## src/rtl/mem_arb_pkg.sv

```systemverilog
// rtl/mem_arb_pkg.sv - shared types for the fetch/LSU memory port arbiter
package mem_arb_pkg;

  typedef enum logic {
    OWN_IF = 1'b0,
    OWN_LS = 1'b1
  } owner_e;

  typedef struct packed {
    logic   vld;
    owner_e owner;
  } tag_t;

  localparam logic [3:0] BMASK_FULL = 4'hF;
  localparam int         WAIT_W     = 4;

endpackage

```

## src/rtl/arb_tag_pipe.sv

```systemverilog
// rtl/arb_tag_pipe.sv - fixed-depth response tag shift register with fetch-only flush
module arb_tag_pipe
  import mem_arb_pkg::*;
#(
  parameter int DEPTH = 1
) (
  input  logic clk,
  input  logic resetn,
  input  tag_t load_tag,
  input  logic flush,
  output tag_t tail_tag
);

  tag_t [DEPTH-1:0] stage;

  // A flush kills fetch tags wherever they sit, including the one leaving this cycle.
  function automatic tag_t scrub(input tag_t t, input logic kill);
    tag_t r;
    r = t;
    if (kill && (t.owner == OWN_IF)) begin
      r.vld = 1'b0;
    end
    return r;
  endfunction

  always_ff @(posedge clk or negedge resetn) begin
    if (!resetn) begin
      stage <= '0;
    end else begin
      stage[0] <= scrub(load_tag, flush);
      for (int i = 1; i < DEPTH; i++) begin
        stage[i] <= scrub(stage[i-1], flush);
      end
    end
  end

  assign tail_tag = scrub(stage[DEPTH-1], flush);

endmodule

```

## src/rtl/mem_port_arbiter.sv

```systemverilog
// rtl/mem_port_arbiter.sv - single-port memory arbiter, LSU priority with fetch anti-starvation
module mem_port_arbiter
  import mem_arb_pkg::*;
#(
  parameter int MEM_LAT  = 1,
  parameter int MAX_WAIT = 3,
  parameter int AW       = 32
) (
  input  logic          i_clk,
  input  logic          i_reset,
  input  logic          i_if_req,
  input  logic [AW-1:0] i_if_addr,
  input  logic          i_if_flush,
  output logic          o_if_gnt,
  output logic          o_if_stall,
  output logic          o_if_rvalid,
  output logic [31:0]   o_if_rdata,
  input  logic          i_ls_req,
  input  logic          i_ls_we,
  input  logic [AW-1:0] i_ls_addr,
  input  logic [31:0]   i_ls_wdata,
  input  logic [3:0]    i_ls_bmask,
  output logic          o_ls_gnt,
  output logic          o_ls_rvalid,
  output logic [31:0]   o_ls_rdata,
  output logic          o_mem_req,
  output logic          o_mem_we,
  output logic [AW-1:0] o_mem_addr,
  output logic [31:0]   o_mem_wdata,
  output logic [3:0]    o_mem_bmask,
  input  logic [31:0]   i_mem_rdata,
  output logic          o_starve
);

  localparam logic [WAIT_W-1:0] MAX_WAIT_V = WAIT_W'(MAX_WAIT);

  logic [WAIT_W-1:0] wait_cnt;
  logic              force_if;
  tag_t              load_tag;
  tag_t              tail_tag;

  // Grants are gated by reset so every output reads 0 while reset is held.
  assign force_if   = (wait_cnt >= MAX_WAIT_V);
  assign o_ls_gnt   = i_reset & i_ls_req & ~(force_if & i_if_req);
  assign o_if_gnt   = i_reset & i_if_req & ~o_ls_gnt;
  assign o_if_stall = i_reset & i_if_req & ~o_if_gnt;
  assign o_starve   = i_reset & force_if;
  assign o_mem_req  = o_if_gnt | o_ls_gnt;

  always_comb begin
    o_mem_we    = 1'b0;
    o_mem_addr  = '0;
    o_mem_wdata = '0;
    o_mem_bmask = '0;
    if (o_ls_gnt) begin
      o_mem_we    = i_ls_we;
      o_mem_addr  = i_ls_addr;
      o_mem_wdata = i_ls_wdata;
      o_mem_bmask = i_ls_bmask;
    end else if (o_if_gnt) begin
      o_mem_addr  = i_if_addr;
      o_mem_bmask = BMASK_FULL;
    end
  end

  // Counts consecutive denied fetch cycles; any idle fetch cycle restarts the count.
  always_ff @(posedge i_clk or negedge i_reset) begin
    if (!i_reset) begin
      wait_cnt <= '0;
    end else if (!i_if_req || o_if_gnt) begin
      wait_cnt <= '0;
    end else if (wait_cnt != {WAIT_W{1'b1}}) begin
      wait_cnt <= wait_cnt + 1'b1;
    end
  end

  always_comb begin
    load_tag.vld   = o_mem_req & ~o_mem_we;
    load_tag.owner = o_ls_gnt ? OWN_LS : OWN_IF;
  end

  arb_tag_pipe #(
    .DEPTH(MEM_LAT)
  ) u_tag_pipe (
    .clk     (i_clk),
    .resetn  (i_reset),
    .load_tag(load_tag),
    .flush   (i_if_flush),
    .tail_tag(tail_tag)
  );

  assign o_if_rvalid = tail_tag.vld & (tail_tag.owner == OWN_IF);
  assign o_ls_rvalid = tail_tag.vld & (tail_tag.owner == OWN_LS);
  assign o_if_rdata  = i_reset ? i_mem_rdata : 32'h0;
  assign o_ls_rdata  = i_reset ? i_mem_rdata : 32'h0;

endmodule

```

## config.mk

```make
export PLATFORM = sky130hd
export DESIGN_NAME = mem_port_arbiter
export DESIGN_NICKNAME = d
export VERILOG_FILES = /design/src/rtl/mem_arb_pkg.sv /design/src/rtl/arb_tag_pipe.sv /design/src/rtl/mem_port_arbiter.sv
export SDC_FILE = /design/constraint.sdc
export NUM_CORES = 1
export LEC_CHECK = 0
export BUFFER_PORTS_ARGS = -buffer_cell sky130_fd_sc_hd__buf_2
export CORE_AREA = 2 2 109 111
export DETAILED_ROUTE_END_ITERATION = 8
export DIE_AREA = 0 0 111 113
export SYNTH_ARGS = -nofsm -noshare
export SYNTH_HDL_FRONTEND = slang
export SYNTH_SLANG_ARGS = --single-unit
```

## constraint.sdc

```tcl
create_clock -name i_clk -period 1.45 [get_ports i_clk]
set_input_delay 0.0725 -clock i_clk [delete_from_list [all_inputs] [get_ports i_clk]]
set_output_delay 0.0725 -clock i_clk [all_outputs]
set_load 0.03 [all_outputs]
```

Yosys cells after proc, flatten, opt, wreduce, memory -nomap -nowiden
Index checks and enable logic that the tools add are counted.

Register bits after elaboration: 6. Input port bits: 138. Output and inout bits: 140. Logic and storage cells: 40.

Bitwise logic cells: 17. Order comparisons: 1. Reductions and logical operators: 5. $add $sub $neg: 1. Equality and inequality tests: 1. Multiplexer cells: 12.

Operators by type and width (number): two-way mux 32 bit (4); two-way mux 4 bit (4); bitwise AND 1 bit (10); inverter 1 bit (6); adder 4 x 1 -> 4 bit, second input constant (1); greater-or-equal comparator 4 x 2 -> 1 bit, second input constant (1); two-way mux 1 bit (4); != test 4 bit, second input constant (1); logical AND 1 bit (2); nonzero test 2 bit (1); logical NOT 1 bit (1); logical OR 1 bit (1); bitwise OR 1 bit (1).

Longest topological paths before layout
Gate-level depths: netlist (run 1).

Word-level depth: 9. Mapped depth: 7. Depth with buffers taken out: 5.

By module
A second synthesis (run 1) with hierarchy kept.

Cell total of the unflattened synthesis: 188. Area total of the unflattened synthesis: 1406.3 µm².

Modules (own cells, without submodules): mem_port_arbiter (sequential area each 100.1 µm², cells an instance 181, instances 1, area each 1326.3 µm²); arb_tag_pipe (sequential area each 50.0 µm², cells an instance 7, instances 1, area each 80.1 µm²).

Least setup slack after synthesis (run 1)
Ideal clock, no wire load.

Kind: reg-to-output. Start: reg wait_cnt[0]. End: out o_mem_wdata[22]. Buffers on the path: 1. Setup slack: -0.387 ns. Required time: 1.378 ns. Stages on the path, launching flop included: 7. Arrival time: 1.764 ns. Cells stage by stage: dfrtp_1 > ha_1 > o31ai_4 > nand3_2 > inv_2 > buf_2 > and2_1.

Cells in the longest elaborated chain, start to end: 5.

RTL lines: start: declaration (line mem_port_arbiter.sv:37) `logic [WAIT_W-1:0] wait_cnt;`; start signal: assignment (line mem_port_arbiter.sv:73) `wait_cnt <= wait_cnt + 1'b1;`; greater-or-equal comparator 4 x 2 -> 1 bit (line mem_port_arbiter.sv:43) `assign force_if = (wait_cnt >= MAX_WAIT_V);`; bitwise AND 1 bit (line mem_port_arbiter.sv:44) `assign o_ls_gnt = i_reset & i_ls_req & ~(force_if & i_if_req);`; inverter 1 bit (line mem_port_arbiter.sv:44); bitwise AND 1 bit (line mem_port_arbiter.sv:44); named net o_ls_gnt (line mem_port_arbiter.sv:23) `output logic o_ls_gnt,`; two-way mux 32 bit (line mem_port_arbiter.sv:55) `if (o_ls_gnt) begin`; end: declaration (line mem_port_arbiter.sv:29) `output logic [31:0] o_mem_wdata,`.

The timed path passes the listed nets, and every way through them passes these cells.

Worst setup path in the final report (run 1)
Start: reg wait_cnt[1]. End: out o_mem_addr[17].

Cells in the longest elaborated chain, start to end: 8.

RTL lines: greater-or-equal comparator 4 x 2 -> 1 bit * (line mem_port_arbiter.sv:43); bitwise AND 1 bit * (line mem_port_arbiter.sv:44); inverter 1 bit * (line mem_port_arbiter.sv:44); bitwise AND 1 bit * (line mem_port_arbiter.sv:44); inverter 1 bit (line mem_port_arbiter.sv:45) `assign o_if_gnt = i_reset & i_if_req & ~o_ls_gnt;`; bitwise AND 1 bit (line mem_port_arbiter.sv:45); two-way mux 32 bit (line mem_port_arbiter.sv:60) `end else if (o_if_gnt) begin`; two-way mux 32 bit * (line mem_port_arbiter.sv:55); end: declaration (line mem_port_arbiter.sv:28) `output logic [AW-1:0] o_mem_addr,`.

Every way passes the cells marked *; elsewhere a longest branch is shown, timed or not.

==> impl_metrics.env, run 1 <==
export IMPL_wl_mm=8.14
export IMPL_rows=39
export IMPL_hp_class="in -> reg"
export IMPL_cts_root_buffer="clkbuf_16"
export IMPL_clock_fmax_ghz=0.535
export IMPL_r2r_setup_slack_ns=0.06
export IMPL_finalCriticalPeriod_ns=1.87
export IMPL_num_io_pins=278
export IMPL_hold_end="u_tag_pipe.stage[1]"
export IMPL_power_density_mw_per_mm2=552
export IMPL_antenna_found_initial=0
export IMPL_portBuffers=277
export IMPL_wire_per_inst_um=14.0
export IMPL_critPathLaunch="wait_cnt[1]"
export IMPL_clk_latency_ns=0.23
export IMPL_numCtsBuffers=3
export IMPL_hp_start="i_if_flush"
export IMPL_cap_violations=0
export IMPL_finalSetupTns_ns=-26.76
export IMPL_p_leak_uw=0.00204
export IMPL_rsz0062_at_grt="yes"
export IMPL_fin_ws_ns=-0.418
export IMPL_seq_area_frac_synth_pct=10.6
export IMPL_grt_pass1_vias=2148
export IMPL_via_per_inst=3.94
export IMPL_gp_congestion=0.810
export IMPL_route_detailed_drc=0
export IMPL_utilization_pct=32.3
export IMPL_peakVddDrop_mv=0.928
export IMPL_clk_pin_slew_ns=0.03
export IMPL_critical_path_class="reg -> out"
export IMPL_end_kind="output port"
export IMPL_fin_crit_sh_pct=129
export IMPL_htree_levels=1
export IMPL_fill_cells=1143
export IMPL_status="complete, but fails checks"
export IMPL_relSlewSlack_pct=81.1
export IMPL_track_usage_pct=11.0
export IMPL_worstReg2RegEnd="wait_cnt[3]"
export IMPL_whs_path_depth=3
export IMPL_yosysWarnings=0
export IMPL_critPathLaunchType="flop"
export IMPL_die_w_um=111
export IMPL_drt_first_pass_iters=4
export IMPL_syn_avg_cell_area_um2=7.66
export IMPL_diodes=0
export IMPL_die_area_mm2=0.0125
export IMPL_worstMarginPinSlew_ns=0.282
export IMPL_hpwl_mm=6.06
export IMPL_synth_nets=324
export IMPL_ant_nets=0
export IMPL_drv_slew=0
export IMPL_multi_input_area_mm2=0.00112
export IMPL_drive_gt1_share_pct=85.9
export IMPL_drt_iter0_markers=106
export IMPL_start_util_pct=12.6
export IMPL_synth_seq_cells=6
export IMPL_yosysUniqueCellTypes=28
export IMPL_cts_tree="built"
export IMPL_grt_max_degree=35
export IMPL_fp_dieH_um=113
export IMPL_layout_commonest_cell="buf_2"
export IMPL_area_growth_synth_to_final_pct=157
export IMPL_cts_buffer_depth=2
export IMPL_syn_area_mm2=0.00142
export IMPL_fin_nets=581
export IMPL_hold_viol=0
export IMPL_setup_viol_count_final=72
export IMPL_syn_inst=185
export IMPL_clock_sinks=6
export IMPL_critPathMaxFanout=34
export IMPL_fin_area_mm2=0.00364
export IMPL_crit_arrival_ns=1.80
export IMPL_seq_area_um2=150
export IMPL_reg2reg_depth=5
export IMPL_fp_coreArea_mm2=0.0113
export IMPL_finalPower_uw=2010
export IMPL_vias=2297
export IMPL_required_ns=1.38
export IMPL_final_cell_mix="204 x buf_2, 74 x buf_6, 33 x and2_1, 30 x a22o_2, 29 x and2_4"
export IMPL_clock_skew_ns=0.00354
export IMPL_place_area_mm2=0.00292
export IMPL_grt_pass1_wl_mm=11.4
export IMPL_grt_overflow=0
export IMPL_r2r_start="wait_cnt[1]"
export IMPL_violations="negative setup slack"
==> critical path, cell delays in order (launching register included) <==
cell	delay (ns)
dfrtp_1	0.40
ha_4	0.20
nor4b_4	0.31
nor2_2	0.09
buf_12	0.17
a22o_2	0.25
buf_6	0.14
==> Yosys cell counts, drive strengths merged <==
| cell type | count | area [µm²] |
|---|---|---|
| and2 | 67 | 419 |
| buf | 43 | 320 |
| a22o | 32 | 280 |
| nor2 | 8 | 32.5 |
| dfrtp | 6 | 150 |
| clkbuf | 3 | 11.3 |
| nand3 | 3 | 20.0 |
| nor3 | 3 | 15.0 |
| o21a | 3 | 22.5 |
| inv | 2 | 7.50 |
| nand2 | 2 | 7.51 |
| nor3b | 2 | 15.0 |
| a21o | 1 | 7.51 |
| a21oi | 1 | 5.00 |
| a31oi | 1 | 6.26 |
| ha | 1 | 12.5 |
| mux2i | 1 | 10.0 |
| nand3b | 1 | 7.51 |
| nor4b | 1 | 23.8 |
| o21ai | 1 | 5.00 |
| o31ai | 1 | 21.3 |
| or3b | 1 | 8.76 |
| xnor2 | 1 | 8.76 |
==> per-layer routing <==
metal / part of all wire (%) / track usage [%] / vias to the layer above
li1: - / - / 1117
met1: 41 / 14.7 / 1058
met2: 50 / 18.7 / 116
met3: 8.0 / 2.57 / 6
met4: 0.64 / 0.917 / 0
met5: 0 / 0 / -
==> cells by family (layout without fill, tap and decap cells) <==
kind of cell             Yosys count  after routing  synth area share (%)
multiplexers                       1              1                 0.706
flip-flops                         6              6                  10.6
buffers and inverters             48            303                  23.9
AO/OA/AOI/OAI                     40             40                  24.5
AND/OR/NAND/NOR                   88             88                  38.7
adder cells (fa/ha/maj)            1              1                 0.882
XOR/XNOR                           1              1                 0.618
==> sequential cells by signal, indices dropped and copies added, names as in the netlist <==
register	flops
u_tag_pipe.tail_tag	1
u_tag_pipe.stage	1
wait_cnt	4
==> layout make-up <==
| cell class | instances | area share [%] |
|---|---|---|
| Inverter | 2 | 0.344 |
| Tap cell | 143 | 4.92 |
| Timing Repair Buffer | 298 | 57.9 |
| Clock buffer | 3 | 2.06 |
| Multi-Input combinational cell | 131 | 30.7 |
| Sequential cell | 6 | 4.13 |
==> power breakdown <==
group	internal [µW]	switching (µW)	total (µW)
Clock	353	83.5	436
Sequential	177	6.86	184
Combinational	627	763	1390
==> through the flow <==
| stage | std cells | setup WS, ns | hold slack (ns) |
|---|---|---|---|
| 2_1_floorplan | 185 | -0.124 | -0.223 |
| 3_3_place_gp | 572 | -0.273 | -0.0518 |
| 3_5_place_dp | 572 | -0.286 | -0.0543 |
| 4_1_cts | 580 | -0.474 | 0.130 |
| 5_1_grt | 583 | -0.494 | 0.151 |
| 6_report | 583 | -0.418 | 0.149 |
==> timing repair <==
item | CTS | global route
hold buffers | 1 | 0
setup buffers | 3 | 2
gates resized for setup | 118 | 62
cloned | 1 | 3
endpoints found under the hold margin | 6 | 0
pin swaps | 3 | 7
endpoints found under the setup margin | 74 | 78
==> worst max path at each step <==
stage | endpoint | slack (ns) | cells after the start
floorplan | o_mem_wdata[10] | -0.12 | 7
global placement | o_mem_addr[17] | -0.27 | 7
detailed placement | o_mem_addr[17] | -0.29 | 7
CTS | o_mem_addr[17] | -0.47 | 7
global route | o_mem_addr[17] | -0.49 | 6
finish | o_mem_addr[17] | -0.42 | 6
No activity file was read; power rests on OpenSTA's default activity.
==> run 2, diff against run 1 <==
--- a/config.mk
+++ b/config.mk
@@ -11,4 +11,5 @@
 export DIE_AREA = 0 0 111 113
 export SYNTH_ARGS = -nofsm -noshare
 export SYNTH_HDL_FRONTEND = slang
+export SYNTH_HIERARCHICAL = 1
 export SYNTH_SLANG_ARGS = --single-unit
==> run 2 against run 1 <==
  * The flow still finishes with violations (negative setup slack)
  * First-iteration DRC count is 45% lower
  * Utilization is 2.9 points higher
  * Routed wire length is 7.7% higher
  * Total power is 6.8% higher
  * Design area is 9.0% higher
  * Die area stayed put
  * Sequential power hardly changed
  * Worst setup slack worse by 0.0014 ns
  * Clock skew is 0.00058 ns lower
  * Final cell count is 2.7% higher
  * Non-clock buffer count is 12 higher
  * Sequential share of layout area is 0.34 points lower
==> impl_metrics.env, run 2 <==
export IMPL_synth_top_area_cell="and2_1"
export IMPL_power_density_mw_per_mm2=541
export IMPL_fin_crit_sh_pct=129
export IMPL_synthArstFlopShare_pct=100
export IMPL_grt_pass1_vias=2335
export IMPL_whs_path_depth=2
export IMPL_hp_class="in -> reg"
export IMPL_die_area_mm2=0.0125
export IMPL_gp_congestion=0.706
export IMPL_synth_area_leaders="and2_1 30%, a22o_1 20%, buf_4 18%, dfrtp_1 11%, buf_2 2.5%"
export IMPL_synth_nets=327
export IMPL_vias=2357
export IMPL_place_ws_ns=-0.600
export IMPL_diodes=0
export IMPL_yosysWarnings=6
export IMPL_synth_seq_cells=6
export IMPL_clk_pin_slew_ns=0.04
export IMPL_p_leak_uw=0.00223
export IMPL_fp_coreArea_mm2=0.0113
export IMPL_clock_skew_ns=0.00296
export IMPL_hold_viol=0
export IMPL_die_w_um=111
export IMPL_num_io_pins=278
export IMPL_worstReg2RegEnd="u_tag_pipe/stage[1]"
export IMPL_drv_slew=0
export IMPL_critical_path_class="reg -> out"
export IMPL_violations="negative setup slack"
export IMPL_r2r_setup_slack_ns=-0.13
export IMPL_wl_mm=8.76
export IMPL_numCtsBuffers=3
export IMPL_rsz0062_at_grt="yes"
export IMPL_cap_violations=0
export IMPL_top_register="wait_cnt"
export IMPL_hpwl_mm=6.87
export IMPL_yosysUniqueCellTypes=28
export IMPL_netlist_top_cells_count="67 x and2_1, 33 x buf_4, 32 x a22o_1"
export IMPL_required_ns=1.38
export IMPL_cts_root_buffer="clkbuf_16"
export IMPL_clock_fmax_ghz=0.535
export IMPL_grt_pass1_wl_mm=12.7
export IMPL_syn_avg_cell_area_um2=7.48
export IMPL_critPathLaunch="wait_cnt[0]"
export IMPL_status="complete, but fails checks"
export IMPL_via_per_inst=3.93
export IMPL_worstMarginPinSlew_ns=0.272
export IMPL_final_cell_mix="205 x buf_2, 72 x buf_6, 34 x and2_4, 33 x and2_1, 23 x a22o_4"
export IMPL_critPathMaxFanout=17
export IMPL_start_util_pct=12.5
export IMPL_fp_dieH_um=113
export IMPL_setup_viol_count_final=74
export IMPL_hp_start="i_if_flush"
export IMPL_finalCriticalPeriod_ns=1.87
export IMPL_antenna_found_initial=1
export IMPL_cts_buffer_depth=2
export IMPL_critPathLaunchType="flop"
export IMPL_ant_nets=0
export IMPL_cts_tree="built"
export IMPL_htree_levels=1
export IMPL_synth_flop_cell="dfrtp_1"
export IMPL_synthMostInstantiatedCell="and2_1"
export IMPL_drt_first_pass_iters=4
export IMPL_grt_max_degree=34
export IMPL_grt_overflow=0
export IMPL_drt_iter0_markers=58
export IMPL_synth_edf_count=0
export IMPL_fin_nets=597
export IMPL_portBuffers=277
export IMPL_area_growth_synth_to_final_pct=182
export IMPL_relSlewSlack_pct=81.8
export IMPL_seq_area_frac_synth_pct=10.7
export IMPL_syn_area_mm2=0.00141
export IMPL_route_detailed_drc=0
export IMPL_reg2reg_depth=7
export IMPL_clk_latency_ns=0.23
export IMPL_wire_per_inst_um=14.6
export IMPL_peakVddDrop_mv=0.260
export IMPL_syn_inst=188
export IMPL_clock_sinks=6
export IMPL_netlist_area_leader_share_pct=29.8
export IMPL_drive_gt1_share_pct=85.3
export IMPL_track_usage_pct=12.5
export IMPL_crit_arrival_ns=1.80
export IMPL_largest_reg_flops=4
export IMPL_fin_ws_ns=-0.420
export IMPL_finalPower_uw=2150
export IMPL_end_kind="output port"
export IMPL_layout_commonest_cell="buf_2"
export IMPL_r2r_start="wait_cnt[0]"
export IMPL_rows=39
export IMPL_hold_end="u_tag_pipe/stage[1]"
[run 2: cell types whose count changed in the layout (fill, tap and decap cells not counted), moves of 3 or more]
cell,change
a21boi_1,+3
a22o_2,-21
a22o_4,+21
and2_2,-5
and2_4,+5
buf_4,+8
[run 2: how the worst max path moves through the flow]
stage          cells after the start               to  slack [ns]
3_3_place_gp                       5    o_mem_addr[0]       -0.52
3_5_place_dp                       5    o_mem_addr[0]       -0.60
2_1_floorplan                      7  o_mem_wdata[13]       -0.12
6_report                           7    o_mem_addr[0]       -0.42
4_1_cts                            7    o_mem_addr[2]       -0.43
5_1_grt                            7    o_mem_addr[0]       -0.50
[run 2: metal layers]
metal  track usage [%]  part of all wire, %  vias up
met2              21.0                   51       87
met3              3.70                  5.6       14
li1                  -                    -     1147
met5                 0                 0.18        -
met4              1.75                  1.5        2
met1              16.5                   42     1107
[run 2: cell families (layout without fill, tap and decap cells)]
family	Yosys count	in the layout	share of synthesized area, %
adders and majority gates	1	1	0.890
xor gates and xnor gates	1	1	0.623
buffers and inverters	51	318	24.7
and+or+nand+nor	86	87	37.0
AOI/OAI and AO/OA	42	42	25.4
DFF	6	6	10.7
muxes	1	1	0.712
[run 2: area by class of cell]
type / instances / area [µm²]
flip-flops and latches: 6 / 150
well taps: 143 / 179
fillers: 1139 / 7300
repair buffers: 310 / 2240
repair inverters: 1 / 6.26
inverters: 4 / 27.5
multi-input cells: 132 / 1290
clock buffers: 3 / 75.1
[run 2: per-stage QoR]
stage | hold WS (ns) | util [%] | setup TNS [ns] | cells | area, µm²
2_1_floorplan | -0.223 | - | -5.76 | 188 | 1770
3_3_place_gp | -0.00125 | 27.8 | -26.72 | 578 | 3130
3_5_place_dp | 0.00224 | 27.8 | -29.20 | 578 | 3130
4_1_cts | 0.0228 | 34.0 | -27.88 | 593 | 3830
5_1_grt | 0.0286 | 35.2 | -32.77 | 599 | 3970
6_report | 0.0292 | 35.2 | -26.81 | 599 | 3970
[run 2: what timing repair did]
item,4_1_cts,5_1_grt
gates cloned,3,3
hold endpoints to repair,6,0
pin swaps,15,13
endpoints found under the setup margin,76,76
hold buffers,2,0
setup buffers,8,4
gates resized for setup,151,11
[run 2: worst max-delay path, cell delays in order, from the launching register on]
cell and delay (ns):
dfrtp_1 0.40, ha_4 0.19, nor4b_4 0.22, buf_4 0.17, nor2_4 0.04, buf_12 0.16
a22o_2 0.24, buf_6 0.14
[run 2: where the power goes]
part           internal [µW]  switching [µW]
Combinational            698             799
Sequential               177            7.15
Clock                    356             109
Total                   1230             915
==> run 3, diff against run 2 <==
--- a/config.mk
+++ b/config.mk
@@ -9,6 +9,7 @@
 export CORE_AREA = 2 2 109 111
 export DETAILED_ROUTE_END_ITERATION = 8
 export DIE_AREA = 0 0 111 113
+export SKIP_CTS_REPAIR_TIMING = 1
 export SYNTH_ARGS = -nofsm -noshare
 export SYNTH_HDL_FRONTEND = slang
 export SYNTH_HIERARCHICAL = 1
==> run 3 against run 2 <==
  * The flow still finishes with violations (negative setup slack)
  * Utilization down 0.84 points
  * Routed wire length grew 0.87%
  * Register-to-register slack about the same
  * Combinational power is essentially flat
  * Worst hold slack better by 0.0012 ns
  * Fmax is 0.23% higher
  * Sequential power about the same
  * Sequential cell count is the same
  * Non-clock buffer count fell by 5
  * Die area unchanged
  * Highest routed layer unchanged
==> impl_metrics.env, run 3 (synthesis results as in run 2) <==
export IMPL_track_usage_pct=11.1
export IMPL_area_growth_synth_to_final_pct=175
export IMPL_hpwl_mm=6.87
export IMPL_fin_nets=592
export IMPL_relSlewSlack_pct=68.1
export IMPL_drt_iter0_markers=57
export IMPL_critical_path_class="reg -> out"
export IMPL_via_per_inst=3.92
export IMPL_grt_max_degree=35
export IMPL_fp_dieH_um=113
export IMPL_critPathMaxFanout=17
export IMPL_clock_sinks=6
export IMPL_wire_per_inst_um=14.9
export IMPL_end_kind="output port"
export IMPL_final_cell_mix="206 x buf_2, 72 x buf_6, 33 x and2_1, 33 x and2_4, 24 x a22o_4"
export IMPL_largest_reg_flops=4
export IMPL_antenna_found_initial=1
export IMPL_fin_area_mm2=0.00387
export IMPL_fin_ws_ns=-0.415
export IMPL_power_density_mw_per_mm2=547
export IMPL_gp_congestion=0.706
export IMPL_rsz0062_at_grt="yes"
export IMPL_layout_commonest_cell="buf_2"
export IMPL_cts_root_buffer="clkbuf_16"
export IMPL_grt_overflow=0
export IMPL_status="complete, but fails checks"
export IMPL_seq_area_um2=150
export IMPL_die_area_mm2=0.0125
export IMPL_route_detailed_drc=0
export IMPL_crit_arrival_ns=1.79
export IMPL_peakVddDrop_mv=0.259
export IMPL_clk_latency_ns=0.23
export IMPL_place_area_mm2=0.00313
export IMPL_ant_nets=0
export IMPL_utilization_pct=34.4
export IMPL_setup_viol_count_final=75
export IMPL_grt_pass1_wl_mm=11.3
export IMPL_worstMarginPinSlew_ns=0.474
export IMPL_clock_fmax_ghz=0.536
export IMPL_start_util_pct=12.5
export IMPL_drive_gt1_share_pct=84.5
export IMPL_htree_levels=1
export IMPL_critPathLaunchType="flop"
export IMPL_num_io_pins=278
export IMPL_clk_pin_slew_ns=0.04
export IMPL_fill_cells=1145
export IMPL_rows=39
export IMPL_hold_viol=0
export IMPL_cts_buffer_depth=2
export IMPL_finalSetupTns_ns=-27.19
export IMPL_finalCriticalPeriod_ns=1.87
export IMPL_top_register="wait_cnt"
export IMPL_hold_ws_ns=0.0303
export IMPL_violations="negative setup slack"
export IMPL_clock_skew_ns=0.00230
export IMPL_multi_input_area_mm2=0.00128
export IMPL_place_ws_ns=-0.600
export IMPL_p_leak_uw=0.00220
export IMPL_vias=2328
export IMPL_die_w_um=111
export IMPL_wl_mm=8.84
export IMPL_drv_slew=0
export IMPL_grt_pass1_vias=2102
export IMPL_cts_tree="built"
export IMPL_required_ns=1.38
export IMPL_cap_violations=0
export IMPL_numCtsBuffers=3
export IMPL_drt_first_pass_iters=4
export IMPL_hp_class="in -> reg"
export IMPL_portBuffers=277
export IMPL_fin_crit_sh_pct=129
export IMPL_fp_coreArea_mm2=0.0113
export IMPL_diodes=0
-- run 3: layout make-up --
type | instances | area share [%]
multi-input combinational | 132 | 32.9
inverter | 4 | 0.711
sequential | 6 | 3.88
timing repair buffer | 305 | 55.7
tap | 143 | 4.62
timing repair inverter | 1 | 0.161
clock buffer | 3 | 1.94
-- run 3: path summary, 6_finish.rpt --
kind,start,endpoint,slack (ns),cells past startpoint
max in group asynchronous,i_reset,u_tag_pipe/tail_tag[0],0.81,3
max reg2reg,wait_cnt[0],u_tag_pipe/stage[1],-0.14,7
min in group asynchronous,i_reset,wait_cnt[2],0.37,3
min,i_if_flush,u_tag_pipe/stage[1],0.03,2
min reg2reg,wait_cnt[1],wait_cnt[1],0.67,3
max,wait_cnt[0],o_mem_addr[0],-0.42,7
-- run 3: power by group --
group          internal, µW  switching, µW
sequential              177           7.21
clock                   355            107
combinational           678            794
-- run 3: per-layer routing --
| layer | part of all wire, % | track usage [%] |
|---|---|---|
| met1 | 41 | 15.4 |
| met2 | 51 | 17.4 |
| met3 | 6.3 | 3.70 |
| met4 | 1.2 | 0.917 |
| met5 | 0.12 | 0 |
-- run 3: worst max-delay path, stage by stage, from the launching register on --
cell	delay [ns]
dfrtp_1	0.40
ha_4	0.20
nor4b_4	0.22
buf_4	0.17
nor2_4	0.04
buf_12	0.16
a22o_4	0.23
buf_6	0.14
-- run 3: per-stage QoR --
stage               power (µW)  instances
floorplan                 1030        188
global placement          1410        578
detailed placement        1420        578
CTS                       1900        581
global route              2230        594
finish                    2120        594
